==> src/rtl/sfp_arb_pkg.sv <==
// sfp_arb_pkg: shared types and helpers for the SFP read arbiters
package sfp_arb_pkg;

    typedef enum logic [1:0] {IDLE, XFER, GAP} arb_state_t;

    localparam int GAP_CYCLES = 1;

    function automatic int clog2(input int v);
        int r = 0;
        while ((1 << r) < v) r++;
        return r;
    endfunction

endpackage

==> src/rtl/rr_pick.sv <==
// rr_pick: combinational round-robin picker, first request above the last-served index (with wrap)
module rr_pick #(
    parameter int N  = 4,
    parameter int IW = 2
) (
    input  logic [N-1:0]  req,
    input  logic [IW-1:0] last,
    output logic [IW-1:0] win,
    output logic          found
);

    // scan from farthest to nearest so the nearest request after last wins
    always_comb begin
        win = '0;
        for (int k = N; k >= 1; k--) begin
            if (req[(int'(last) + k) % N]) win = IW'((int'(last) + k) % N);
        end
    end

    assign found = |req;

endmodule

==> src/rtl/sfp_read_arbiter.sv <==
// sfp_read_arbiter: round-robin burst scheduler draining NUM_CH FWFT FIFOs into one stream
module sfp_read_arbiter
    import sfp_arb_pkg::*;
#(
    parameter int NUM_CH    = 4,
    parameter int DATA_W    = 64,
    parameter int MAX_BURST = 256,
    parameter int ID_W      = 2
) (
    input  logic                     CLK,
    input  logic                     RESETN,
    input  logic [NUM_CH-1:0]        CH_REQUEST,
    input  logic [NUM_CH-1:0]        CH_EMPTY,
    input  logic [NUM_CH*DATA_W-1:0] CH_DOUT,
    output logic [NUM_CH-1:0]        CH_RD_EN,
    output logic [DATA_W-1:0]        M_TDATA,
    output logic                     M_TVALID,
    input  logic                     M_TREADY,
    output logic                     M_TLAST,
    output logic [ID_W-1:0]          GRANT_ID,
    output logic                     BUSY
);

    localparam int CW = clog2(MAX_BURST);

    arb_state_t      state, state_nx;
    logic [ID_W-1:0] grant, last_served, pick;
    logic [CW-1:0]   cnt;
    logic [NUM_CH-1:0] q;
    logic            any_q, g_empty, valid, hs, last_beat, gap_done;

    assign q = CH_REQUEST & ~CH_EMPTY;

    rr_pick #(.N(NUM_CH), .IW(ID_W)) u_pick (
        .req   (q),
        .last  (last_served),
        .win   (pick),
        .found (any_q)
    );

    assign g_empty   = CH_EMPTY[grant];
    assign last_beat = cnt == CW'(MAX_BURST - 1);
    assign gap_done  = cnt == CW'(GAP_CYCLES - 1);

    // outputs are gated by RESETN so a reset mid-burst stops pops in the same cycle
    assign valid    = RESETN && state == XFER && !g_empty;
    assign hs       = valid & M_TREADY;
    assign M_TVALID = valid;
    assign M_TDATA  = valid ? CH_DOUT[int'(grant)*DATA_W +: DATA_W] : '0;
    assign M_TLAST  = valid & last_beat;
    assign CH_RD_EN = hs ? NUM_CH'(1) << grant : '0;
    assign GRANT_ID = RESETN ? grant : '0;
    assign BUSY     = RESETN && state != IDLE;

    // next state: arbitrate, drain until empty or burst limit, then one gap cycle
    always_comb begin
        state_nx = state;
        case (state)
            IDLE:    state_nx = any_q ? XFER : IDLE;
            XFER:    state_nx = (g_empty || (hs && last_beat)) ? GAP : XFER;
            GAP:     state_nx = gap_done ? IDLE : GAP;
            default: state_nx = IDLE;
        endcase
    end

    // state, grant, rotation pointer and beat/gap counter
    always_ff @(posedge CLK) begin
        if (!RESETN) begin
            state       <= IDLE;
            grant       <= '0;
            last_served <= ID_W'(NUM_CH - 1);
            cnt         <= '0;
        end else begin
            state <= state_nx;
            if (state == IDLE && any_q) begin
                grant <= pick;
                cnt   <= '0;
            end else if (state == XFER) begin
                cnt <= (state_nx == GAP) ? '0 : cnt + CW'(hs);
            end else if (state == GAP) begin
                last_served <= grant;
                cnt         <= cnt + CW'(1);
            end
        end
    end

endmodule

==> config.mk <==
export PLATFORM = sky130hd
export DESIGN_NAME = sfp_read_arbiter
export DESIGN_NICKNAME = d
export VERILOG_FILES = /design/src/rtl/sfp_arb_pkg.sv /design/src/rtl/rr_pick.sv /design/src/rtl/sfp_read_arbiter.sv
export SDC_FILE = /design/constraint.sdc
export NUM_CORES = 1
export LEC_CHECK = 0
export CORE_AREA = 2 2 130 132
export CTS_BUF_LIST = sky130_fd_sc_hd__clkbuf_4 sky130_fd_sc_hd__clkbuf_8
export CTS_CLUSTER_DIAMETER = 50
export DETAILED_ROUTE_END_ITERATION = 12
export DIE_AREA = 0 0 132 134
export GPL_ROUTABILITY_DRIVEN = 0
export SLEW_MARGIN = 20
export SYNTH_ARGS = -nofsm -noshare
export SYNTH_HDL_FRONTEND = slang
export SYNTH_HIERARCHICAL = 1
export SYNTH_SLANG_ARGS = --single-unit
==> constraint.sdc <==
create_clock -name CLK -period 3.1 [get_ports CLK]
set_input_delay 0.31 -clock CLK [delete_from_list [all_inputs] [get_ports CLK]]
set_output_delay 0.31 -clock CLK [all_outputs]
set_load 0.02 [all_outputs]
==> impl_metrics.yaml <==
placement:
  port_buffers: 339
  dp_hpwl_um: 16200
synthesis:
  synth_edf_count: 0
  syn_area_um2: 3180
  yosysTopAreaCell: "mux4_2"
  syn-num-nets: 583
  syn_inst: 308
  synth.distinct_cells: 48
  ys_ff_latch: 14
  ys.flop_type: "dfxtp_1"
  ys_warn_count: 6
  yosys-top-cells-area: "mux4_2, and2_1, dfxtp_1"
  yosysTopAreaCellShare: 0.460
  syn_avg_cell_area_um2: 10.3
  synth_async_sr_flop_share: 0
  synth-seq-area-share: 0.0881
clock_tree:
  numCtsBuffers: 3
  clk_path_buf_depth: 2
  cts_setup_buffers: 0
  cts_hold_buf: 0
  cts_tree: "built"
  clock_latency_ns: 0.25
  cts_sinks: 14
  cts_max_level: 1
  cts_resized: 0
  clk_pin_slew_ns: 0.06
  clockRootBuffer: "clkbuf_8"
route:
  drtIter0Drc: 315
  drtAntennaViolNets: 0
  vias: 4163
  dr.pass1.iters: 5
  remaining_drc_errors: 0
  vias_per_cell: 4.88
  post_drt_wl_per_cell_um: 22.7
  wl_um: 19300
sta:
  fmax_mhz: 340
  rsz0062_at_grt: "false"
  finalHoldViolCount: 0
  worst_clock_skew_ns: 0.000772
  relSlewSlack: 0.558
  post-route-period-util: 0.948
  fin_crit_ns: 2.94
  tightest_slew_ns: 0.664
  setup_viol: 0
  setup_tns_ns: 0
  maxSlewViolCount: 0
setup_path:
  required_ns: 2.79
  cp_cell_sequence: "clkdlybuf4s50_1, mux4_2, nor3_4, buf_12, and2_1, clkdlybuf4s50_1"
  startpoint_type: "primary input"
  path_max_fanout: 48
  worstSetupPathType: "primary input to output pin"
  cp_common_cell: "clkdlybuf4s50_1"
  cp-end-kind: "output pin"
  cp.arrival_ns: 2.63
  critPathSlowestCell: "clkdlybuf4s50_1"
  worst_path_largest_cell_delay_ns: 0.64
layout:
  nNetsFinal: 907
  mostFrequentLayoutCell: "clkdlybuf4s50_1"
  fillerInstances: 1550
  syn_to_final_growth_pct: 117
  drive_gt1_frac: 0.154
  mostFrequentLayoutCells: "clkdlybuf4s50_1, and2_1, mux4_2, nand2_1"
hold_path:
  hp-class: "flip-flop to flip-flop"
power:
  p_total_w: 0.00129
  p_leak_nw: 2.37
  power_density_nw_per_um2: 187
  ir_drop_mv: 0.173
floorplan:
  die_h_um: 134
  fp-row-count: 47
  dieArea_um2: 17700
  die_x_um: 132
  initial_core_util: 0.195
  core-area_um2: 16300
  num_io_pins: 340
global_routing:
  grt_max_degree: 72
  gr-total-overflow: 0
  track_usage: 0.208
  grt_pass1_wl_um: 28300
  antenna_found_initial: 2
  grt_pass1_vias: 4344
outcome:
  run_status: "finished, final reports clean"
job:
  max_cap_viol_count: 0
-- where the power goes --
part | switching [W] | leakage [nW] | internal, W
clock | 0.0000722 | 0.0231 | 0.0000880
combinational | 0.000343 | 2.23 | 0.000590
sequential | 0.00000921 | 0.115 | 0.000188
total | 0.000424 | 2.37 | 0.000866
-- worst max-delay path: cells and delay by family --
| family | cells | cell delay, ns |
|---|---|---|
| buffers and inverters | 3 | 1.31 |
| multiplexers | 1 | 0.53 |
| AND/OR/NAND/NOR | 2 | 0.45 |
-- cells in the mapped netlist (3+ instances only) --
| master | n |
|---|---|
| a21oi_1 | 9 |
| a31oi_1 | 7 |
| and2_1 | 70 |
| buf_2 | 11 |
| clkbuf_1 | 10 |
| clkbuf_2 | 5 |
| dfxtp_1 | 14 |
| ha_1 | 8 |
| inv_1 | 8 |
| mux2i_1 | 4 |
| mux4_2 | 65 |
| nand2_1 | 15 |
| nand2b_1 | 5 |
| nand3_1 | 8 |
| nand4_1 | 3 |
| nor2_1 | 5 |
| nor2b_1 | 6 |
| nor3b_1 | 3 |
| o211ai_1 | 4 |
| o21ai_0 | 7 |
| o31ai_1 | 5 |
-- logic make-up after synthesis --
| group | count (synthesis) | synth area share |
|---|---|---|
| and+or+nand+nor | 129 | 0.243 |
| AOI/OAI and AO/OA | 47 | 0.101 |
| DFF | 14 | 0.0881 |
| adders and majority gates | 8 | 0.0315 |
| buffers and inverters | 38 | 0.0547 |
| muxes | 70 | 0.476 |
| xor gates and xnor gates | 2 | 0.00551 |
-- worst paths after layout --
kind / from / end / slack [ns] / cells past startpoint
max: CH_EMPTY[2] / M_TDATA[23] / 0.16 / 6
min reg2reg: cnt[0]$_SDFFE_PP0P_ / cnt[0]$_SDFFE_PP0P_ / 0.58 / 2
min: cnt[0]$_SDFFE_PP0P_ / cnt[0]$_SDFFE_PP0P_ / 0.58 / 2
max reg2reg: grant[0]$_SDFFE_PN0P_ / cnt[6]$_SDFFE_PP0P_ / 0.47 / 10
-- state kept, by name (all words and copies together), names as in the netlist --
name / flops
cnt: 8
grant: 2
last_served: 2
state: 2
-- layer usage --
| metal | GRT usage | vias up | share of wire |
|---|---|---|---|
| met5 | 0 | - | 0.00088 |
| met4 | 0.0380 | 2 | 0.020 |
| met3 | 0.0718 | 26 | 0.11 |
| met2 | 0.342 | 253 | 0.47 |
| met1 | 0.268 | 2017 | 0.40 |
| li1 | - | 1865 | - |
-- stage by stage --
stage	util	worst slack, ns	cells	hold WS [ns]	cell area (µm²)
finish	0.424	0.162	853	0.576	6910
global route	0.424	0.100	851	0.618	6900
CTS	0.424	0.162	851	0.574	6900
detailed placement	0.421	0.148	847	0.557	6860
global placement	0.421	0.169	847	0.540	6860
floorplan	-	0.765	308	0.372	3180
-- area by class of cell --
type | instances | area, µm² | area share
Antenna cell | 2 | 5.00 | 0.000725
Clock buffer | 3 | 41.3 | 0.00598
Tap cell | 220 | 275 | 0.0398
Sequential cell | 14 | 288 | 0.0417
Timing Repair Buffer | 348 | 3530 | 0.512
Multi-Input combinational cell | 256 | 2730 | 0.395
Inverter | 9 | 33.8 | 0.00489
Clock inverter | 1 | 3.75 | 0.000543
Power figures use the tool's default switching activity.
